===== src/rtl/traffic_light_pkg.sv =====
// Shared types and constants for the multi-approach traffic light controller.
package traffic_light_pkg;

  typedef enum logic [1:0] {
    ST_ALLRED = 2'd0,
    ST_GREEN  = 2'd1,
    ST_YELLOW = 2'd2,
    ST_FLASH  = 2'd3
  } tl_state_e;

  // Duration register selectors on cfg_addr
  localparam logic [1:0] CFG_GREEN  = 2'd0;
  localparam logic [1:0] CFG_YELLOW = 2'd1;
  localparam logic [1:0] CFG_ALLRED = 2'd2;
  localparam logic [1:0] CFG_PED    = 2'd3;

endpackage


===== src/rtl/tl_tick_prescaler.sv =====
// Divides the system clock down to the phase tick; freezes while disabled.
module tl_tick_prescaler #(
  parameter int PRESCALE = 1000
) (
  input  logic clk,
  input  logic reset,
  input  logic i_enable,
  output logic o_tick
);

  localparam int PS_W = (PRESCALE > 1) ? $clog2(PRESCALE) : 1;
  localparam logic [PS_W-1:0] LAST = PS_W'(PRESCALE - 1);

  logic [PS_W-1:0] r_cnt;

  assign o_tick = i_enable && (r_cnt == LAST);

  // Count 0..PRESCALE-1 while enabled, wrapping on the tick cycle
  always_ff @(posedge clk or posedge reset) begin
    if (reset) begin
      r_cnt <= '0;
    end else if (i_enable) begin
      r_cnt <= o_tick ? '0 : r_cnt + PS_W'(1);
    end
  end

endmodule


===== src/rtl/traffic_light_mc_ctrl.sv =====
// Round-robin N-approach traffic light sequencer with programmable phase
// durations, latched pedestrian requests with green extension, and flash mode.
module traffic_light_mc_ctrl
  import traffic_light_pkg::*;
#(
  parameter int N_DIR     = 2,
  parameter int CNT_W     = 16,
  parameter int PRESCALE  = 1000,
  parameter int GREEN_T   = 10,
  parameter int YELLOW_T  = 3,
  parameter int ALLRED_T  = 1,
  parameter int PED_EXT_T = 5,
  localparam int DIR_W    = (N_DIR > 1) ? $clog2(N_DIR) : 1
) (
  input  logic             clk,
  input  logic             reset,
  input  logic             enable,
  input  logic             cfg_we,
  input  logic [1:0]       cfg_addr,
  input  logic [CNT_W-1:0] cfg_wdata,
  input  logic [N_DIR-1:0] ped_req,
  input  logic             flash_mode,
  output logic [N_DIR-1:0] red,
  output logic [N_DIR-1:0] yellow,
  output logic [N_DIR-1:0] green,
  output logic [N_DIR-1:0] ped_walk,
  output logic [DIR_W-1:0] cur_dir
);

  // Timer load value for a duration D: max(D,1)-1, saturating at the timer range
  function automatic logic [CNT_W-1:0] f_load(input logic [CNT_W:0] d);
    logic [CNT_W:0] m1;
    m1 = (d == '0) ? '0 : d - {{CNT_W{1'b0}}, 1'b1};
    return m1[CNT_W] ? {CNT_W{1'b1}} : m1[CNT_W-1:0];
  endfunction

  function automatic logic [N_DIR-1:0] f_onehot(input logic [DIR_W-1:0] dir);
    logic [N_DIR-1:0] oh;
    for (int i = 0; i < N_DIR; i++) oh[i] = (dir == DIR_W'(i));
    return oh;
  endfunction

  tl_state_e        r_state;
  logic [DIR_W-1:0] r_cur_dir;
  logic [CNT_W-1:0] r_timer;
  logic [CNT_W-1:0] r_dur [4];
  logic [N_DIR-1:0] r_latch;
  logic [N_DIR-1:0] r_red, r_yellow, r_green, r_walk;

  logic             w_tick;
  logic [N_DIR-1:0] w_dir_oh;
  logic             w_ped_hit;
  logic             w_green_entry;
  logic [N_DIR-1:0] w_ped_clr;
  logic [CNT_W:0]   w_green_dur;
  logic [DIR_W-1:0] w_next_dir;

  tl_tick_prescaler #(.PRESCALE(PRESCALE)) u_prescaler (
    .clk      (clk),
    .reset    (reset),
    .i_enable (enable),
    .o_tick   (w_tick)
  );

  assign w_dir_oh      = f_onehot(r_cur_dir);
  assign w_ped_hit     = (r_latch & w_dir_oh) != '0;
  assign w_green_entry = !flash_mode && (r_state == ST_ALLRED) && w_tick && (r_timer == '0);
  assign w_ped_clr     = w_green_entry ? w_dir_oh : '0;
  assign w_green_dur   = {1'b0, r_dur[CFG_GREEN]} + (w_ped_hit ? {1'b0, r_dur[CFG_PED]} : '0);
  assign w_next_dir    = (r_cur_dir == DIR_W'(N_DIR - 1)) ? '0 : r_cur_dir + DIR_W'(1);

  assign red      = r_red;
  assign yellow   = r_yellow;
  assign green    = r_green;
  assign ped_walk = r_walk;
  assign cur_dir  = r_cur_dir;

  // Duration registers: writable at any time, read only at phase entry
  always_ff @(posedge clk or posedge reset) begin
    if (reset) begin
      r_dur[CFG_GREEN]  <= CNT_W'(GREEN_T);
      r_dur[CFG_YELLOW] <= CNT_W'(YELLOW_T);
      r_dur[CFG_ALLRED] <= CNT_W'(ALLRED_T);
      r_dur[CFG_PED]    <= CNT_W'(PED_EXT_T);
    end else if (cfg_we) begin
      r_dur[cfg_addr] <= cfg_wdata;
    end
  end

  // Sticky pedestrian latches; a new request beats the clear at green entry
  always_ff @(posedge clk or posedge reset) begin
    if (reset) begin
      r_latch <= '0;
    end else begin
      r_latch <= (r_latch & ~w_ped_clr) | ped_req;
    end
  end

  // Phase sequencer with registered lamp outputs
  always_ff @(posedge clk or posedge reset) begin
    if (reset) begin
      r_state   <= ST_ALLRED;
      r_cur_dir <= '0;
      r_timer   <= f_load((CNT_W+1)'(ALLRED_T));
      r_red     <= '1;
      r_yellow  <= '0;
      r_green   <= '0;
      r_walk    <= '0;
    end else if (flash_mode) begin
      if (r_state != ST_FLASH) begin
        r_state  <= ST_FLASH;
        r_red    <= '0;
        r_green  <= '0;
        r_walk   <= '0;
        r_yellow <= '1;
      end else if (w_tick) begin
        r_yellow <= ~r_yellow;
      end
    end else if (r_state == ST_FLASH) begin
      r_state   <= ST_ALLRED;
      r_cur_dir <= '0;
      r_timer   <= f_load({1'b0, r_dur[CFG_ALLRED]});
      r_red     <= '1;
      r_yellow  <= '0;
    end else if (w_tick) begin
      if (r_timer != '0) begin
        r_timer <= r_timer - CNT_W'(1);
      end else begin
        case (r_state)
          ST_ALLRED: begin
            r_state <= ST_GREEN;
            r_timer <= f_load(w_green_dur);
            r_green <= w_dir_oh;
            r_red   <= ~w_dir_oh;
            r_walk  <= w_ped_hit ? w_dir_oh : '0;
          end
          ST_GREEN: begin
            r_state  <= ST_YELLOW;
            r_timer  <= f_load({1'b0, r_dur[CFG_YELLOW]});
            r_green  <= '0;
            r_walk   <= '0;
            r_yellow <= w_dir_oh;
          end
          ST_YELLOW: begin
            r_state   <= ST_ALLRED;
            r_cur_dir <= w_next_dir;
            r_timer   <= f_load({1'b0, r_dur[CFG_ALLRED]});
            r_yellow  <= '0;
            r_red     <= '1;
          end
          default: begin
            r_state <= ST_ALLRED;
            r_red   <= '1;
          end
        endcase
      end
    end
  end

endmodule


===== config.mk =====
export PLATFORM = sky130hd
export DESIGN_NAME = traffic_light_mc_ctrl
export DESIGN_NICKNAME = d
export VERILOG_FILES = /design/src/rtl/traffic_light_pkg.sv /design/src/rtl/tl_tick_prescaler.sv /design/src/rtl/traffic_light_mc_ctrl.sv
export SDC_FILE = /design/constraint.sdc
export NUM_CORES = 1
export LEC_CHECK = 0
export ABC_AREA = 1
export CORE_ASPECT_RATIO = 0.9
export CORE_MARGIN = 10
export CORE_UTILIZATION = 61
export CTS_CLUSTER_SIZE = 30
export DETAILED_ROUTE_END_ITERATION = 12
export PLACE_DENSITY = 0.8
export SKIP_LAST_GASP = 1
export SYNTH_ARGS = -nofsm -noshare
export SYNTH_HDL_FRONTEND = slang
export SYNTH_HIERARCHICAL = 1
export SYNTH_SLANG_ARGS = --single-unit
export TNS_END_PERCENT = 5

===== constraint.sdc =====
create_clock -name clk -period 4.7 [get_ports clk]
set_clock_uncertainty 0.15 [all_clocks]
set_input_delay 1.175 -clock clk [delete_from_list [all_inputs] [get_ports clk]]
set_output_delay 1.175 -clock clk [all_outputs]
set_load 0.01 [all_outputs]

=== Word level (Yosys, flattened, before mapping) ===
Index checks and enable logic that the tools add are counted.
W data, S select, Z words.

* Output and inout port bits: 9
* Logic and storage cells: 120
* Bits of input ports: 25
* Register bits after elaboration: 103

* Eq/ne operators: 12
* $lt $le $gt $ge: 2
* Multiplexer cells: 51
* Add/sub/neg operators: 7
* Reductions and logical operators: 26
* Bitwise operators: 9

{| class="wikitable"
|+ Operators by type and width
! cell !! number
|-
| $mux W16 || 8
|-
| $bwmux W64 || 1
|-
| $mux W2 || 26
|-
| $mux W17 || 3
|-
| $logic_not A16 Y1 || 3
|-
| $pmux W16 S3 || 1
|-
| $sub A16 B1 Y17 const B || 2
|-
| $demux W16 S2 || 1
|-
| $pmux W2 S2 || 5
|-
| $add A16 B16 Y17 || 1
|-
| $logic_not A17 Y1 || 1
|-
| $sub A17 B1 Y17 const B || 1
|-
| $reduce_bool A16 Y1 || 1
|-
| $sub A16 B1 Y16 const B || 1
|-
| $reduce_and A4 Y1 || 3
|-
| $add A10 B1 Y10 const B || 1
|-
| $eq A10 B10 Y1 const B || 1
|-
| $mux W10 || 1
|-
| $ne A2 B2 Y1 const B || 4
|-
| $reduce_bool A2 Y1 || 4
|-
| $ne A3 B3 Y1 const B || 2
|-
| $not A2 Y2 || 3
|-
| $reduce_and A3 Y1 || 2
|-
| $reduce_bool A3 Y1 || 2
|-
| other kinds (18) || 29
|}

=== Longest topological paths before layout ===
* Depth in word-level cells: 12
* Mapped depth: 30
* Mapped depth without buffers: 28

=== Modules after synthesis ===
The synthesis kept the hierarchy.

{| class="wikitable"
|+ Modules (own cells, without submodules)
! module !! seq. area each (µm²) !! cells an instance !! area each (µm²) !! instances
|-
| traffic_light_mc_ctrl || 2,338.5 || 1,126 || 7,169.4 || 1
|-
| tl_tick_prescaler || 250.2 || 71 || 586.8 || 1
|}

=== Worst setup path after synthesis ===
OpenSTA, ideal clock, no wires.

* Path type: register to register
* From: register r_cur_dir, in the netlist cur_dir
* To: register r_timer[4]
* Data arrival time: 3,357 ps
* Data required time: 4,433 ps
* Stages on the path, launching flop included: 30
* Path buffers: 3
* Clock period less this slack: 3,623 ps
* Setup time: 117 ps
* Path slack: 1,077 ps
* Path through: dfrtp_1 clkbuf_1 o21ai_0 inv_1 clkbuf_1 nor2_1 ha_1 inv_1 fa_1 inv_1 nand2_1 nand2_1 nand3_1 nand2_2 nand2_2 nand2_1 nand2_1 nand2_1 nand2_1 nor2_4 nand3_1 nand2_1 nand2_2 nor2_4 buf_6 nand2_1 nand2_1 nand2_1 nand2_1 nand2_1

* Word-level cells in the longest chain between the ends: 12
* Elaborated cells on any way between the ends: 13
* Those cells by class: 2 x add/sub; 7 x mux; 2 x bitwise; 2 x reduce/logical

{| class="wikitable"
|+ RTL lines
! what !! line !! source
|-
| start: declaration || traffic_light_mc_ctrl.sv:44 || <nowiki>logic [DIR_W-1:0] r_cur_dir;</nowiki>
|-
| start signal: assignment || traffic_light_mc_ctrl.sv:146 || <nowiki>r_cur_dir <= w_next_dir;</nowiki>
|-
| $not A1 Y1 || traffic_light_mc_ctrl.sv:39 || <nowiki>for (int i = 0; i < N_DIR; i++) oh[i] = (dir == DIR_W'(i));</nowiki>
|-
| $and A2 B2 Y2 * || traffic_light_mc_ctrl.sv:66 || <nowiki>assign w_ped_hit = (r_latch & w_dir_oh) != '0;</nowiki>
|-
| $reduce_bool A2 Y1 * || traffic_light_mc_ctrl.sv:66 ||
|-
| $mux W16 * || traffic_light_mc_ctrl.sv:69 || <nowiki>assign w_green_dur = {1'b0, r_dur[CFG_GREEN]} + (w_ped_hit ? {1'b0, r_dur[CFG_PED]} : '0);</nowiki>
|-
| $add A16 B16 Y17 * || traffic_light_mc_ctrl.sv:69 ||
|-
| $sub A17 B1 Y17 or $logic_not A17 Y1 (tied branches) || traffic_light_mc_ctrl.sv:33 || <nowiki>m1 = (d == '0) ? '0 : d - {{CNT_W{1'b0}}, 1'b1};</nowiki>
|-
| $mux W17 * || traffic_light_mc_ctrl.sv:33 ||
|-
| $mux W16 * || traffic_light_mc_ctrl.sv:34 || <nowiki>return m1[CNT_W] ? {CNT_W{1'b1}} : m1[CNT_W-1:0];</nowiki>
|-
| $pmux W16 S3 * || traffic_light_mc_ctrl.sv:129 || <nowiki>case (r_state)</nowiki>
|-
| $mux W16 * || traffic_light_mc_ctrl.sv:126 || <nowiki>if (r_timer != '0) begin</nowiki>
|-
| $mux W16 * || traffic_light_mc_ctrl.sv:125 || <nowiki>end else if (w_tick) begin</nowiki>
|-
| $mux W16 * || traffic_light_mc_ctrl.sv:119 || <nowiki>end else if (r_state == ST_FLASH) begin</nowiki>
|-
| end signal: assignment || traffic_light_mc_ctrl.sv:122 || <nowiki>r_timer <= f_load({1'b0, r_dur[CFG_ALLRED]});</nowiki>
|-
| end signal: assignment || traffic_light_mc_ctrl.sv:127 || <nowiki>r_timer <= r_timer - CNT_W'(1);</nowiki>
|-
| end signal: assignment || traffic_light_mc_ctrl.sv:132 || <nowiki>r_timer <= f_load(w_green_dur);</nowiki>
|-
| end: declaration || traffic_light_mc_ctrl.sv:45 || <nowiki>logic [CNT_W-1:0] r_timer;</nowiki>
|}

Every way passes the cells marked *; elsewhere a longest branch is shown, timed or not. The select of a mux whose other input is x is not followed.
A chain may end at the register's enable or synchronous reset.

=== Worst setup path after layout ===
* From: register r_cur_dir, in the netlist cur_dir
* To: register r_timer[6]

The elaborated chain is that of the path after synthesis.

==> impl_metrics.json <==
{
  "dieArea_um2": 17600,
  "synth-seq-area-share": 0.334,
  "clk_latency_ns": 0.36,
  "switching_share": 0.475,
  "irDropWorstVdd_v": 0.000302,
  "cp_common_cell": "nand2_1",
  "max_stage_delay_ns": 0.46,
  "synthTopCellsByCount": "373 x nand2_1, 165 x inv_1, 144 x nor2_1",
  "portBuffers": 33,
  "cp_slowest_cell": "dfrtp_1",
  "power.density_nw_per_um2": 522,
  "min_period_ns": 4.25,
  "max_freq_ghz": 0.235,
  "end_kind": "flip-flop",
  "grt_usage": 0.229,
  "synthCells": 1197,
  "grt_max_degree": 50,
  "synth_edf_count": 0,
  "syn_nets": 1252,
  "synthDominantCellAreaShare": 0.303,
  "cp.required_ns": 4.80,
  "p_int_mw": 2.34,
  "grt_pass1_vias": 6856,
  "synth_cell_types": 45,
  "min_path_type": "flip-flop to flip-flop",
  "fp.dieH_um": 127,
  "finalPower_mw": 4.45,
  "cts_inserted_buffers": 9,
  "gp_congestion": 0.921,
  "routedWlPerCell_um": 14.8,
  "antenna_found_initial": 0,
  "cts_sinks": 103,
  "yosysTopAreaCell": "dfrtp_1",
  "ant_nets": 0,
  "area_delta_synth_final_pct": 10.1,
  "finalSetupViolCount": 0,
  "grt_first_pass_wirelength_mm": 34.0,
  "netlist_area_um2": 7760,
  "status": "finished, final reports clean",
  "crit_type": "flip-flop to flip-flop",
  "critical_path_arrival_ns": 4.35,
  "grt_setup_unrepaired": "false",
  "pre_cts_slack_ns": 0.534,
  "yosys_warnings": 6,
  "clockBufferDepth": 2,
  "final_area_um2": 8540,
  "post_cts_buffers": 0,
  "finalSetupTns_ns": 0,
  "crit_family": "simple AND/OR/NAND/NOR gates",
  "dieWidth_um": 139,
  "cp_max_fo": 16,
  "cts_tree": "done",
  "drt-initial-drc-count": 823,
  "post-synth-top-count-cell": "nand2_1",
  "grt-ovfl-total": 0,
  "p_leak_nw": 4.51,
  "core_um2": 12600,
  "period_share": 0.904,
  "wirelength_mm": 20.6,
  "ys_ff_latch": 103,
  "cts-resized-gates": 0,
  "hold_violations": 0,
  "combPwrFrac": 0.516,
  "p_clk_frac": 0.181,
  "slew_headroom": 0.331,
  "start_util": 0.616,
  "async_flop_share": 1.00,
  "cts_root_buffer": "clkbuf_16",
  "final.setup.worst_slack_ns": 0.452,
  "synth_flop_cell": "dfrtp_1",
  "seqPwrFrac": 0.302,
  "synth.area.top_cells": "dfrtp_1 30%, nand2_1 18%, inv_1 8.0%",
  "drc": 0,
  "num_vias": 7633,
  "cp-start-kind": "flip-flop",
  "avgSynthCellArea_um2": 6.48,
  "cts_hold_buf": 0,
  "via_per_inst": 5.51,
  "rows": 39,
  "io_pins": 34,
  "final_util": 0.678,
  "antenna_cells": 0,
  "dr.pass1.iters": 6,
  "placed_area_um2": 8210,
  "drive_gt1_frac": 0.0630,
  "cap_violations": 0,
  "worst-path-buf-inv": 3,
  "worst_pin_slew_ns": 1.00,
  "fin_nets": 1272,
  "switchingPower_mw": 2.12,
  "clk_pin_slew_ns": 0.07,
  "dpl.hpwl_mm": 15.9,
  "maxSlewViolCount": 0,
  "h-tree-depth": 3
}
worst min-delay path, delay by kind of cell, from the launching register on:
family	cells	cell delay, ns
and+or+nand+nor	2	0.11
DFF	1	0.35
cells in the final DEF (no fill, tap or decap), types with 5 or more instances in the layout:
cell type,n
a21oi_1,43
clkbuf_16,9
clkdlybuf4s50_1,33
dfrtp_1,94
dfstp_2,9
ha_1,29
inv_1,164
inv_2,10
nand2_1,373
nand2_2,7
nand3_1,59
nand3_2,6
nand3b_1,5
nand4_1,10
nor2_1,144
nor2_2,8
nor2_4,5
nor3_1,17
o21ai_0,110
xnor2_1,9
xor2_1,20
final cells by class:
class | count | area [um2]
multi-input cells | 891 | 4400
clock buffers | 9 | 225
inverters | 177 | 666
well taps | 164 | 205
fillers | 1132 | 4050
repair buffers | 35 | 358
clock inverters | 7 | 96.3
flip-flops and latches | 103 | 2590
logic make-up after synthesis:
family,after synthesis,share of synthesized area
simple gates,649,0.356
buf+inv,203,0.0994
compound gates,181,0.126
flops,103,0.334
fa+ha+maj,30,0.0494
xor+xnor,29,0.0327
mux,2,0.00290
layer usage:
metal,global-route usage,vias up,routed length (um)
met5,0,-,0
li1,-,3809,-
met4,0.0625,0,401
met1,0.337,3476,9900
met3,0.0378,32,1570
met2,0.339,316,8700
power groups by stage:
stage                     Combinational [mW]  Clock [mW]  Sequential (mW)
after floorplan                         1.70           0             1.31
after global placement                  2.21           0             1.34
after detailed placement                2.25           0             1.35
after CTS                               2.27       0.813             1.34
after global routing                    2.60       0.852             1.38
final                                   2.30       0.807             1.35
state kept, by name, indices dropped and copies added, names as in the netlist:
signal	count
cur_dir	1
red	2
yellow	2
r_dur	64
u_prescaler/r_cnt	10
green	2
ped_walk	2
r_latch	2
r_timer	16
r_state	2
final timing paths:
check / from / end / slack (ns) / cells after the start
worst max register to register: cur_dir / r_timer[6] / 0.45 / 26
max in group asynchronous: reset / r_dur[0] / 2.45 / 3
worst min-delay path: green[0] / green[0] / 0.34 / 2
min in group asynchronous: reset / u_prescaler/r_cnt[1] / 1.02 / 2
worst max-delay path: cur_dir / r_timer[6] / 0.45 / 26
worst min register to register: green[0] / green[0] / 0.34 / 2
through the flow:
step	hold slack, ns	cells
final	0.338	1386
after global routing	0.358	1386
after CTS	0.340	1386
after detailed placement	0.323	1370
after global placement	0.315	1370
after floorplan	0.303	1197
No activity file was read; power rests on OpenSTA's default activity.
